===== src/rtl/mem_access_unit.sv =====
// Memory-stage access controller.
// Takes the effective address and store data from the datapath and runs one
// load/store on a wait-stated word bus. It returns formatted load data and
// holds the CPU with stall until the access retires.
module mem_access_unit #(
    parameter int unsigned TIMEOUT_CYCLES = 255
) (
    input  logic        clk,
    input  logic        rst,
    input  logic        req_valid,
    input  logic        mem_read,
    input  logic        mem_write,
    input  logic [1:0]  size,
    input  logic        sign_ext,
    input  logic [31:0] addr,
    input  logic [31:0] wdata,
    output logic [31:0] rdata,
    output logic        stall,
    output logic        done,
    output logic        misalign_exc,
    output logic        bus_err,
    output logic        bus_req,
    output logic        bus_we,
    output logic [31:0] bus_addr,
    output logic [3:0]  bus_be,
    output logic [31:0] bus_wdata,
    input  logic        bus_ack,
    input  logic [31:0] bus_rdata
);

    // Counter only has to reach TIMEOUT_CYCLES-1
    localparam int unsigned    CNT_W    = (TIMEOUT_CYCLES > 32'd2) ? $clog2(TIMEOUT_CYCLES) : 1;
    localparam logic [CNT_W-1:0] CNT_LAST = CNT_W'(TIMEOUT_CYCLES - 32'd1);

    typedef enum logic [1:0] {
        ST_IDLE = 2'd0,
        ST_BUSY = 2'd1,
        ST_DONE = 2'd2,
        ST_ERR  = 2'd3
    } state_e;

    // Halfwords need addr[0]=0; words (and size 11) need addr[1:0]=00
    function automatic logic is_aligned(input logic [1:0] sz, input logic [1:0] lo);
        logic ok;
        case (sz)
            2'b00:   ok = 1'b1;
            2'b01:   ok = ~lo[0];
            default: ok = (lo == 2'b00);
        endcase
        return ok;
    endfunction

    // Little-endian byte enables for the addressed lane(s)
    function automatic logic [3:0] byte_enables(input logic [1:0] sz, input logic [1:0] lo);
        logic [3:0] be;
        case (sz)
            2'b00:   be = 4'b0001 << lo;
            2'b01:   be = lo[1] ? 4'b1100 : 4'b0011;
            default: be = 4'b1111;
        endcase
        return be;
    endfunction

    // Replicate store data across every lane so the enabled lane carries it
    function automatic logic [31:0] lane_wdata(input logic [1:0] sz, input logic [31:0] wd);
        logic [31:0] r;
        case (sz)
            2'b00:   r = {4{wd[7:0]}};
            2'b01:   r = {2{wd[15:0]}};
            default: r = wd;
        endcase
        return r;
    endfunction

    // Pick the addressed lane out of the bus word and extend to 32 bits
    function automatic logic [31:0] format_load(input logic [1:0] sz, input logic [1:0] lo,
                                                input logic sx, input logic [31:0] word);
        logic [7:0]  b;
        logic [15:0] h;
        logic [31:0] r;
        b = word[{lo, 3'b000} +: 8];
        h = lo[1] ? word[31:16] : word[15:0];
        case (sz)
            2'b00:   r = {{24{sx & b[7]}}, b};
            2'b01:   r = {{16{sx & h[15]}}, h};
            default: r = word;
        endcase
        return r;
    endfunction

    state_e            state_q, state_d;
    logic [CNT_W-1:0]  cnt_q, cnt_d;
    logic [1:0]        size_q, size_d;
    logic [1:0]        lane_q, lane_d;
    logic              sext_q, sext_d;
    logic              wr_q, wr_d;
    logic [31:0]       rdata_q, rdata_d;
    logic              done_q, done_d;
    logic              mis_q, mis_d;
    logic              err_q, err_d;
    logic              req_q, req_d;
    logic              we_q, we_d;
    logic [31:0]       baddr_q, baddr_d;
    logic [3:0]        be_q, be_d;
    logic [31:0]       bwd_q, bwd_d;
    logic              access_s;

    assign access_s = req_valid & (mem_read | mem_write);

    // CPU is held while an access is pending and not yet retiring; reset releases it at once
    assign stall = access_s & ~rst & (state_q != ST_DONE) & (state_q != ST_ERR);

    // Next-state and registered-output logic for the access sequencer
    always_comb begin
        state_d = state_q;
        cnt_d   = cnt_q;
        size_d  = size_q;
        lane_d  = lane_q;
        sext_d  = sext_q;
        wr_d    = wr_q;
        rdata_d = rdata_q;
        done_d  = 1'b0;
        mis_d   = 1'b0;
        err_d   = 1'b0;
        req_d   = req_q;
        we_d    = we_q;
        baddr_d = baddr_q;
        be_d    = be_q;
        bwd_d   = bwd_q;
        case (state_q)
            ST_IDLE: begin
                if (access_s) begin
                    if (is_aligned(size, addr[1:0])) begin
                        state_d = ST_BUSY;
                        size_d  = size;
                        lane_d  = addr[1:0];
                        sext_d  = sign_ext;
                        wr_d    = mem_write;
                        cnt_d   = {CNT_W{1'b0}};
                        req_d   = 1'b1;
                        we_d    = mem_write;
                        baddr_d = {addr[31:2], 2'b00};
                        be_d    = byte_enables(size, addr[1:0]);
                        bwd_d   = lane_wdata(size, wdata);
                    end else begin
                        state_d = ST_ERR;
                        mis_d   = 1'b1;
                    end
                end else begin
                    state_d = ST_IDLE;
                end
            end
            ST_BUSY: begin
                if (bus_ack) begin
                    state_d = ST_DONE;
                    done_d  = 1'b1;
                    req_d   = 1'b0;
                    we_d    = 1'b0;
                    if (!wr_q) begin
                        rdata_d = format_load(size_q, lane_q, sext_q, bus_rdata);
                    end else begin
                        rdata_d = rdata_q;
                    end
                end else if (cnt_q == CNT_LAST) begin
                    state_d = ST_DONE;
                    done_d  = 1'b1;
                    err_d   = 1'b1;
                    req_d   = 1'b0;
                    we_d    = 1'b0;
                    if (!wr_q) begin
                        rdata_d = 32'h0000_0000;
                    end else begin
                        rdata_d = rdata_q;
                    end
                end else begin
                    cnt_d = cnt_q + CNT_W'(1);
                end
            end
            ST_DONE: state_d = ST_IDLE;
            ST_ERR:  state_d = ST_IDLE;
            default: state_d = ST_IDLE;
        endcase
    end

    // State and output registers; reset abandons any transaction in flight
    always_ff @(posedge clk or posedge rst) begin
        if (rst) begin
            state_q <= ST_IDLE;
            cnt_q   <= {CNT_W{1'b0}};
            size_q  <= 2'b00;
            lane_q  <= 2'b00;
            sext_q  <= 1'b0;
            wr_q    <= 1'b0;
            rdata_q <= 32'h0000_0000;
            done_q  <= 1'b0;
            mis_q   <= 1'b0;
            err_q   <= 1'b0;
            req_q   <= 1'b0;
            we_q    <= 1'b0;
            baddr_q <= 32'h0000_0000;
            be_q    <= 4'b0000;
            bwd_q   <= 32'h0000_0000;
        end else begin
            state_q <= state_d;
            cnt_q   <= cnt_d;
            size_q  <= size_d;
            lane_q  <= lane_d;
            sext_q  <= sext_d;
            wr_q    <= wr_d;
            rdata_q <= rdata_d;
            done_q  <= done_d;
            mis_q   <= mis_d;
            err_q   <= err_d;
            req_q   <= req_d;
            we_q    <= we_d;
            baddr_q <= baddr_d;
            be_q    <= be_d;
            bwd_q   <= bwd_d;
        end
    end

    assign rdata        = rdata_q;
    assign done         = done_q;
    assign misalign_exc = mis_q;
    assign bus_err      = err_q;
    assign bus_req      = req_q;
    assign bus_we       = we_q;
    assign bus_addr     = baddr_q;
    assign bus_be       = be_q;
    assign bus_wdata    = bwd_q;

endmodule


===== config.mk =====
export PLATFORM = sky130hd
export DESIGN_NAME = mem_access_unit
export DESIGN_NICKNAME = d
export VERILOG_FILES = /design/src/rtl/mem_access_unit.sv
export SDC_FILE = /design/constraint.sdc
export NUM_CORES = 1
export LEC_CHECK = 0
export ABC_AREA = 1
export BUFFER_PORTS_ARGS = -buffer_cell sky130_fd_sc_hd__buf_4
export CAP_MARGIN = 40
export CELL_PAD_IN_SITES_DETAIL_PLACEMENT = 1
export CELL_PAD_IN_SITES_GLOBAL_PLACEMENT = 1
export CORE_MARGIN = 4
export CORE_UTILIZATION = 35
export DETAILED_ROUTE_END_ITERATION = 10
export PLACE_DENSITY = 0.78
export SETUP_SLACK_MARGIN = 0.3
export SYNTH_ARGS = -nofsm -noshare
export SYNTH_HDL_FRONTEND = slang
export SYNTH_SLANG_ARGS = --single-unit

===== constraint.sdc =====
create_clock -name clk -period 4.7 [get_ports clk]
set_input_delay 0.94 -clock clk [delete_from_list [all_inputs] [get_ports clk]]
set_output_delay 0.94 -clock clk [all_outputs]
set_load 0.02 [all_outputs]

==> results of run 1 <==
metrics by stage:
step / instances / util (%) / total power (uW) / area (um^2)
after floorplan: 746 / - / 3050 / 5760
after global placement: 1138 / 46.1 / 3990 / 7380
after detailed placement: 1140 / 46.4 / 4060 / 7420
after CTS: 1171 / 50.3 / 5500 / 8050
after global routing: 1171 / 50.3 / 5790 / 8050
final: 1171 / 50.3 / 5430 / 8050
state kept, by name, indices dropped and copies added (netlist names), 2 cells and up:
signal	count
bus_addr	30
bus_be	4
bus_wdata	32
cnt_q	8
lane_q	2
rdata	32
size_q	2
state_q	2
cell usage after synthesis (2+ instances only):
| master | count | area share, % |
|---|---|---|
| a211oi_1 | 2 | 0.26 |
| a21oi_1 | 34 | 3.0 |
| buf_2 | 11 | 0.96 |
| buf_4 | 4 | 0.52 |
| buf_6 | 10 | 2.0 |
| clkbuf_1 | 9 | 0.59 |
| dfrtp_1 | 119 | 52 |
| ha_1 | 2 | 0.43 |
| inv_1 | 27 | 1.8 |
| inv_2 | 3 | 0.20 |
| nand2_1 | 369 | 24 |
| nand2_2 | 7 | 0.76 |
| nand2_4 | 2 | 0.39 |
| nand3_1 | 35 | 3.0 |
| nand3_2 | 2 | 0.35 |
| nor2_1 | 35 | 2.3 |
| nor2_2 | 3 | 0.33 |
| nor3_1 | 3 | 0.26 |
| o21a_1 | 5 | 0.65 |
| o21ai_0 | 41 | 3.6 |
| o21ai_1 | 10 | 0.87 |
| xor2_1 | 4 | 0.61 |
final cells by class:
class,instances,area [um^2]
Fill cell,2042,7950
Sequential cell,119,2980
Multi-Input combinational cell,560,2410
Timing Repair Buffer,214,1630
Clock buffer,23,488
Tap cell,216,270
Clock inverter,8,144
Inverter,31,126
critical path, cell delays in order:
cell     delay, ps
buf_4          110
o21ai_0        290
nor3_1         120
buf_4          180
kinds of logic after synthesis:
kind of cell / after synthesis
other cells: 1
flops: 119
buf+inv: 67
fa+ha+maj: 2
compound gates: 92
simple gates: 460
xor+xnor: 4
how the worst max path moves through the flow:
| stage | from | endpoint | slack (ps) | depth (start not counted) |
|---|---|---|---|---|
| 4_1_cts | req_valid | stall | 2120 | 4 |
| 6_report | mem_write | stall | 2130 | 4 |
| 2_1_floorplan | rst | bus_addr[10] | 600 | 1 |
| 3_5_place_dp | size[1] | cnt_q[6] | 1710 | 9 |
| 3_3_place_gp | size[1] | cnt_q[6] | 1770 | 9 |
| 5_1_grt | size[1] | cnt_q[6] | 1870 | 10 |
layer usage:
metal	vias up	track usage (%)	share of wire [%]
li1	2724	-	-
met1	2699	26.0	40
met2	182	34.6	48
met3	26	9.33	9.8
met4	0	7.17	1.7
met5	-	0	0
power breakdown:
part           total [uW]  internal [uW]  switching (uW)
combinational        2270            886            1380
clock                1400            939             461
sequential           1760           1460             300
total                5430           3280            2140
==> summary.txt, run 1 <==
Run status
  • Outcome: finished clean

STA
  • Final setup violation count: 0
  • Minimum clock period: 2570 ps
  • Hold_ws: ~470 ps
  • Maximum clock rate: 0.388 GHz
  • Final hold vios: 0
  • Worst Slack Setup Final: 2130 ps
  • Slew Limit Fails: 0
  • Tcrit/Tclk final: 54.8%
  • Worst Clk Skew: 8.23 ps
  • Relative slew slack: 44.2%
  • Unrepaired setup endpoints after global routing: false
  • Setup TNS: 0 ps
  • Tightest Pin Transition: 836 ps

Synth
  • Post-synthesis mux area share: 0%
  • Top_reg_cell synth: dfrtp_1
  • #FFs+latches synth: 119
  • Compound-Gate Fraction of Synth Area: 8.30%
  • Yosys warns: 0
  • Number of synthesized flops with an enable pin: 0
  • Synth Area in Adders: less than 1%
  • Cells after Synth: about 750
  • Simple-gate share of the synthesized area: 32.4%
  • Avg Cell Area, Syn: 7.73 um^2
  • Async SR Flop Fraction: 100%
  • Post-synth cell types: 30
  • Post-Syn Area: 5760 um^2
  • Synth Area in XOR/XNOR: less than 1%
  • Sequential share of the synthesized area: about 52%
  • Main combinational cell family by area after synthesis: simple AND/OR/NAND/NOR gates

Min path
  • Hold Path Cell Cnt: 2
  • Min-delay src: rdata[3]
  • Hold Path Sink: rdata[3]
  • Hold Crit Class: reg -> reg

Placement
  • Hpwl dp: 14300 um
  • Pre-CTS WS: 1710 ps
  • GPL Wtd Cong: 0.888
  • Buffers on Ports: ~210

Final layout
  • Commonest non-fill, non-tap cell in the layout: nand2_1
  • NumNets Final: about 1100
  • P&R area growth vs syn: 39.7%
  • Layout cells sized above 1: 27.7%
  • Diode count: 0
  • Most frequent cells in the layout: 369 x nand2_1, 212 x buf_4, 119 x dfrtp_1, 41 x o21ai_0

Drt
  • Total number of vias: approximately 5600
  • Mean routed wirelength per cell: 16.6 um
  • Initial DRC Count: 334
  • Pre-Repair DR Iteration Count: 4
  • Drt total wl: just under 20000 um
  • Residual DRC count: 0
  • Vias/cell: between 4 and 5
  • Final ANT Viol Nets: 0

Clocking
  • TritonCTS buffer count: 17
  • CTS max path bufs: 2
  • Reg clk slew, reported paths: 50 ps
  • CTS tree: built
  • Cts-stage hold buffer count: 0
  • Sink Count: approximately 120
  • H-tree lvl count: 4
  • Post-CTS setup buffer count: 0
  • Post-CTS sizing: 0
  • Later-pin clock latency in the skew report: 410 ps
  • Clk root buf: clkbuf_16

Setup path
  • Reg2reg start: size_q[1]
  • Startpoint Class: input port
  • Crit Path Class: in -> out
  • CP required: 3760 ps
  • Max FO, Critical Path: 2
  • Crit path DAT: about 1600 ps
  • R2R setup slack: 2650 ps
  • Reg2reg end: rdata[29]
  • Worst setup EP type: output pin
  • R2R depth: 9

Global route
  • Antenna violations before repair: 0
  • Total gr overflow: 0
  • Largest net degree at the start of global routing: 84
  • Vias in the first global route: ~5800
  • First-pass GRT wire length: 30800 um
  • Overall routing resource usage: ~22%

Floorplanning
  • Row count: 46
  • Io pins: between 200 and 250
  • Die width: 136 um
  • Placeable Area: approximately 16000 um^2
  • Initial Util: 36.0%
  • Die area: between 15000 and 20000 um^2
  • Die Y: 136 um

Power and ir drop
  • LEAKAGE: around 0.0044 uW
  • Max VDD drop: 0.298 mV
  • Power per cell area: 674 nW/um^2

Job
  • Max-cap viol count: 0
(Power assumes the default switching activity.)
==> run 2: changes to the inputs <==
--- a/config.mk
+++ b/config.mk
@@ -11,9 +11,9 @@
 export CELL_PAD_IN_SITES_DETAIL_PLACEMENT = 1
 export CELL_PAD_IN_SITES_GLOBAL_PLACEMENT = 1
 export CORE_MARGIN = 4
-export CORE_UTILIZATION = 35
+export CORE_UTILIZATION = 32
 export DETAILED_ROUTE_END_ITERATION = 10
-export PLACE_DENSITY = 0.78
+export PLACE_DENSITY = 0.75
 export SETUP_SLACK_MARGIN = 0.3
 export SYNTH_ARGS = -nofsm -noshare
 export SYNTH_HDL_FRONTEND = slang
==> constraint.sdc (replaced) <==
create_clock -name clk -period 2.31 [get_ports clk]
set_input_delay 0.462 -clock clk [delete_from_list [all_inputs] [get_ports clk]]
set_output_delay 0.462 -clock clk [all_outputs]
set_load 0.02 [all_outputs]
==> summary.txt, run 2 (synthesis gave the netlist of run 1 again) <==
Run status
  • Outcome: finished clean

Job
  • Max-cap viol count: 0

STA
  • Minimum clock period: roughly 1800 ps
  • Tcrit/Tclk final: 76.4%
  • Maximum clock rate: ~0.57 GHz
  • Final setup violation count: 0
  • Final hold vios: 0
  • Tightest Pin Transition: 799 ps
  • Relative slew slack: 46.7%
  • Unrepaired setup endpoints after global routing: false
  • Slew Limit Fails: 0
  • Worst Clk Skew: 8.42 ps
  • Setup TNS: 0 ps

Power and ir drop
  • Clock power share: 27.3%
  • Int Pwr: 6840 uW
  • Switching pwr: between 4000 and 5000 uW
  • Reg power frac: a little under a third
  • Comb power frac: 41.4%
  • LEAKAGE: 0.00445 uW
  • Sw frac: 39.4%
  • Max VDD drop: 0.657 mV
  • Power per cell area: 1370 nW/um^2

Final layout
  • Multi-input logic area: 2420 um^2
  • Diode count: 0
  • Commonest non-fill, non-tap cell in the layout: nand2_1
  • Design area: 8200 um^2
  • FF/Latch Area: between 2000 and 3000 um^2
  • Filler cells: ~2100
  • Most frequent cells in the layout: 369 x nand2_1, 216 x buf_4, 119 x dfrtp_1, 41 x o21ai_0
  • Layout cells sized above 1: between 20% and 30%
  • P&R area growth vs syn: 42.4%
  • NumNets Final: 1057

Drt
  • Residual DRC count: 0
  • Drt total wl: 19500 um
  • Pre-Repair DR Iteration Count: 4
  • Initial DRC Count: 287
  • Total number of vias: 5589
  • Mean routed wirelength per cell: roughly 16 um
  • Final ANT Viol Nets: 0
  • Vias/cell: ~4.7

Setup path
  • Reg2reg start: state_q[1]
  • Critical Path Source: state_q[1]
  • Startpoint Class: register
  • R2R depth: 7
  • R2R setup slack: about 540 ps
  • CP Capture Point: bus_wdata[13]
  • Max FO, Critical Path: 28
  • Crit-path cells: or2_1 -> nor2_2 -> nand2_2 -> inv_2 -> buf_4 -> nand3_1 -> o21a_1
  • Critical-path top delay cell: dfrtp_1
  • Crit path DAT: 2070 ps
  • Peak per-stage delay on the critical path: about 410 ps
  • CP required: 2620 ps
  • Crit Path Class: reg -> reg
  • Reg2reg end: bus_wdata[13]
  • Worst setup EP type: register

Clocking
  • H-tree lvl count: 4
  • Later-pin clock latency in the skew report: 420 ps
  • Post-CTS setup buffer count: 0
  • Clk root buf: clkbuf_16
  • Reg clk slew, reported paths: 60 ps
  • TritonCTS buffer count: 17
  • CTS max path bufs: 2
  • CTS tree: built
  • Sink Count: 119

Floorplanning
  • Row count: 48
  • Initial Util: 33.0%
  • Io pins: 211
  • Placeable Area: roughly 17000 um^2
  • Die area: 20200 um^2
  • Die width: 142 um
  • Die Y: 142 um

Placement
  • Buffers on Ports: between 200 and 250
  • Placed cell areas: around 7500 um^2
  • Hpwl dp: 14300 um
  • GPL Wtd Cong: 0.777

Global route
  • Vias in the first global route: 5964
  • Total gr overflow: 0
  • Antenna violations before repair: 0
  • Overall routing resource usage: roughly a fifth
  • First-pass GRT wire length: 31400 um
  • Largest net degree at the start of global routing: 67

Min path
  • Hold Crit Class: in -> async
[run 2: how the worst min path moves through the flow]
stage / to
finish: bus_wdata[26]
global route: bus_wdata[26]
CTS: bus_wdata[26]
detailed placement: rdata[5]
global placement: rdata[1]
floorplan: size_q[0]
[run 2: repair_timing]
item	CTS	global route
hold buffers	0	0
endpoints found under the setup margin	0	16
gates resized for setup	0	1
[run 2: through the flow]
stage / setup WS [ps] / util [%] / total power (uW) / instances / hold slack [ps]
2_1_floorplan: 393 / - / 6210 / 746 / 453
3_3_place_gp: 379 / 43.0 / 8200 / 1156 / 458
3_5_place_dp: 338 / 43.0 / 8290 / 1156 / 464
4_1_cts: 422 / 46.9 / 11400 / 1188 / 34.2
5_1_grt: 351 / 46.9 / 12000 / 1188 / 50.6
6_report: 545 / 46.9 / 11300 / 1188 / 43.7
[run 2: power by group through the flow]
| stage | combinational [uW] | clock (uW) | sequential, uW |
|---|---|---|---|
| 2_1_floorplan | 1760 | 0 | 4450 |
| 3_3_place_gp | 4630 | 0 | 3570 |
| 3_5_place_dp | 4730 | 0 | 3560 |
| 4_1_cts | 4740 | 3140 | 3560 |
| 5_1_grt | 5140 | 3230 | 3670 |
| 6_report | 4670 | 3070 | 3540 |
[run 2: metal layers]
layer	up-vias	wire [um]	track usage, %	part of all wire [%]
met3	20	1770	7.43	9.1
met4	0	250	5.30	1.3
met5	-	0	0	0
met2	171	9150	31.7	47
li1	2743	-	-	-
met1	2655	8290	24.8	43
[run 2: cell type report]
| type | instances | area share, % |
|---|---|---|
| Inverter | 31 | 1.56 |
| Tap cell | 225 | 3.43 |
| Clock inverter | 14 | 3.00 |
| Multi-Input combinational cell | 560 | 29.5 |
| Timing Repair Buffer | 221 | 21.0 |
| Sequential cell | 119 | 36.3 |
| Clock buffer | 18 | 5.23 |
[run 2: critical path: cells and delay by family (launching register included)]
family	cells	cell delay, ps
compound gates	1	120
simple gates	4	610
buf+inv	2	510
flops	1	410
==> run 3: changes to the inputs <==
--- a/config.mk
+++ b/config.mk
@@ -5,13 +5,13 @@
 export SDC_FILE = /design/constraint.sdc
 export NUM_CORES = 1
 export LEC_CHECK = 0
-export ABC_AREA = 1
+export ABC_AREA = 0
 export BUFFER_PORTS_ARGS = -buffer_cell sky130_fd_sc_hd__buf_4
 export CAP_MARGIN = 40
 export CELL_PAD_IN_SITES_DETAIL_PLACEMENT = 1
 export CELL_PAD_IN_SITES_GLOBAL_PLACEMENT = 1
 export CORE_MARGIN = 4
-export CORE_UTILIZATION = 32
+export CORE_UTILIZATION = 33
 export DETAILED_ROUTE_END_ITERATION = 10
 export PLACE_DENSITY = 0.75
 export SETUP_SLACK_MARGIN = 0.3
==> constraint.sdc (replaced) <==
create_clock -name clk -period 1.5 [get_ports clk]
set_input_delay 0.3 -clock clk [delete_from_list [all_inputs] [get_ports clk]]
set_output_delay 0.3 -clock clk [all_outputs]
set_load 0.02 [all_outputs]
==> summary.txt, run 3 <==
Run status
  • Outcome: complete, but fails checks
  • Failing checks: negative setup slack

Synth
  • #FFs+latches synth: 119
  • Top-count cell post-synth: nand2_1
  • Compound-Gate Fraction of Synth Area: about 16%
  • Post-synth cell types: 47
  • Cells after Synth: 590
  • Avg Cell Area, Syn: 9.52 um^2
  • Synth cell count leaders: 186 x nand2_1, 119 x dfrtp_1, 59 x o21ai_0
  • Number of synthesized flops with an enable pin: 0
  • Post-synthesis mux area share: 7.06%
  • Yosys warns: 0
  • Yosys top cell area share: 53.0%
  • Async SR Flop Fraction: 100%
  • Top_reg_cell synth: dfrtp_1
  • Synth area leader: dfrtp_1
  • Sequential share of the synthesized area: 53.0%
  • Simple-gate share of the synthesized area: 18.1%
  • Synth Area in XOR/XNOR: 0.156%
  • Main combinational cell family by area after synthesis: simple AND/OR/NAND/NOR gates
  • Post-Syn Area: 5610 um^2
  • Synth Area in Adders: 0.446%
  • Synth area leaders: dfrtp_1 53%, nand2_1 12%, mux2i_1 6.1%, o21ai_0 5.3%, a22o_1 2.8%

STA
  • Maximum clock rate: 0.557 GHz
  • Tcrit/Tclk final: 120%
  • Final setup violation count: around 120
  • Unrepaired setup endpoints after global routing: true
  • Relative slew slack: 60.4%
  • Minimum clock period: 1790 ps
  • Slew Limit Fails: 0
  • Setup TNS: -22560 ps
  • Final hold vios: 0
  • Worst Slack Setup Final: -294 ps
  • Worst Clk Skew: roughly 17 ps
  • Tightest Pin Transition: 594 ps

Setup path
  • Max FO, Critical Path: 7
  • CP required: 1840 ps
  • Crit path DAT: around 2100 ps
  • R2R setup slack: -290 ps
  • R2R depth: 7
  • Critical Path Source: state_q[1]
  • Reg2reg start: state_q[1]
  • Worst setup EP type: register
  • Reg2reg end: bus_addr[13]
  • Startpoint Class: register
  • Crit Path Class: reg -> reg

Clocking
  • Reg clk slew, reported paths: 70 ps
  • H-tree lvl count: 4
  • Clk root buf: clkbuf_16
  • TritonCTS buffer count: 17
  • Sink Count: roughly 120
  • CTS max path bufs: 2
  • Later-pin clock latency in the skew report: 420 ps
  • CTS tree: built

Power and ir drop
  • Max VDD drop: 1.08 mV
  • Sw frac: 39.4%
  • Switching pwr: 8520 uW
  • Comb power frac: between 50% and 60%
  • LEAKAGE: 0.00538 uW
  • Clock power share: 18.1%
  • Reg power frac: 26.7%
  • Power per cell area: roughly 2000 nW/um^2
  • Int Pwr: 13100 uW

Placement
  • Hpwl dp: 14800 um
  • Pre-CTS WS: -372 ps
  • Placed cell areas: roughly 8000 um^2
  • Buffers on Ports: ~210
  • GPL Wtd Cong: 0.816

Drt
  • Mean routed wirelength per cell: 24.5 um
  • Drt total wl: 29600 um
  • Vias/cell: 5.35
  • Final ANT Viol Nets: 0
  • Total number of vias: about 6500
  • Initial DRC Count: between 300 and 400
  • Pre-Repair DR Iteration Count: 5
  • Residual DRC count: 0

Final layout
  • Filler cells: ~1700
  • Most frequent cells in the layout: 254 x buf_4, 119 x buf_6, 117 x dfrtp_1, 114 x nand2_1, 45 x nand2_2
  • FF/Latch Area: 2980 um^2
  • Layout cells sized above 1: 58.2%
  • NumNets Final: 1080
  • Commonest non-fill, non-tap cell in the layout: buf_4
  • Fin util: approximately two thirds
  • P&R area growth vs syn: 92.7%
  • Design area: 10800 um^2
  • Multi-input logic area: around 3000 um^2

Floorplanning
  • Die area: 19200 um^2
  • Die width: 138 um
  • Row count: 47
  • Initial Util: 33.7%
  • Io pins: 211
  • Placeable Area: 16600 um^2
  • Die Y: between 100 and 150 um

Global route
  • Total gr overflow: 0
  • Antenna violations before repair: 1
  • Largest net degree at the start of global routing: 77
  • First-pass GRT wire length: 38400 um
  • Overall routing resource usage: 25.4%
  • Vias in the first global route: a little under 7000

Min path
  • Hold Crit Class: in -> async

Job
  • Max-cap viol count: 0
run 3: how the worst max path moves through the flow:
stage | to | slack, ps | depth (start not counted)
final | bus_addr[13] | -290 | 7
after global routing | bus_addr[13] | -320 | 7
after floorplan | bus_addr[10] | -260 | 1
after CTS | rdata[10] | -200 | 4
after global placement | bus_wdata[26] | -210 | 6
after detailed placement | bus_we | -370 | 7
run 3: metal layers:
| layer | GRT usage [%] | up-vias | wire (um) |
|---|---|---|---|
| met2 | 45.4 | 309 | 15800 |
| met5 | 0 | - | 0 |
| li1 | - | 2804 | - |
| met4 | 10.2 | 0 | 1210 |
| met3 | 7.73 | 76 | 2060 |
| met1 | 28.2 | 3269 | 10500 |
run 3: critical path, stage by stage, from the launching register on:
cell and delay (ps):
dfrtp_1 430, nand2b_4 190, a2111oi_4 420, buf_6 220, buf_6 150, clkbuf_16 140, nand2_1 70, nand2_1 90
run 3: stage by stage:
step / total power (uW) / hold slack (ps) / std cells
after floorplan: 9630 / 372 / 591
after global placement: 12700 / 452 / 1029
after detailed placement: 13000 / 459 / 1029
after CTS: 19400 / 54.3 / 1142
after global routing: 22600 / 57.6 / 1206
final: 21600 / 35.0 / 1206
run 3: logic make-up after synthesis:
family,Yosys count
and+or+nand+nor,242
AOI/OAI and AO/OA,136
DFF,119
buffers and inverters,51
muxes,38
adders and majority gates,2
other,1
xor gates and xnor gates,1
run 3: final cells by class:
class	count	area share (%)
Timing Repair Buffer	405	36.9
Multi-Input combinational cell	421	27.7
Sequential cell	119	27.5
Clock buffer	21	4.26
Tap cell	220	2.54
Clock inverter	10	0.740
Inverter	9	0.347
Antenna cell	1	0.0231
run 3: power groups by stage:
stage | Sequential [uW] | Clock (uW) | Combinational, uW
final | 5780 | 3900 | 11900
after global routing | 5930 | 4130 | 12600
after CTS | 5610 | 3830 | 9940
after detailed placement | 5470 | 0 | 7570
after global placement | 5390 | 0 | 7350
after floorplan | 6790 | 0 | 2830
run 3: what timing repair did:
item | CTS | global route
gates cloned | 9 | 9
buffers inserted | 73 | 54
gates resized for setup | 169 | 116
endpoints found under the setup margin | 223 | 222
pin swaps | 32 | 28
hold buffers | 0 | 0
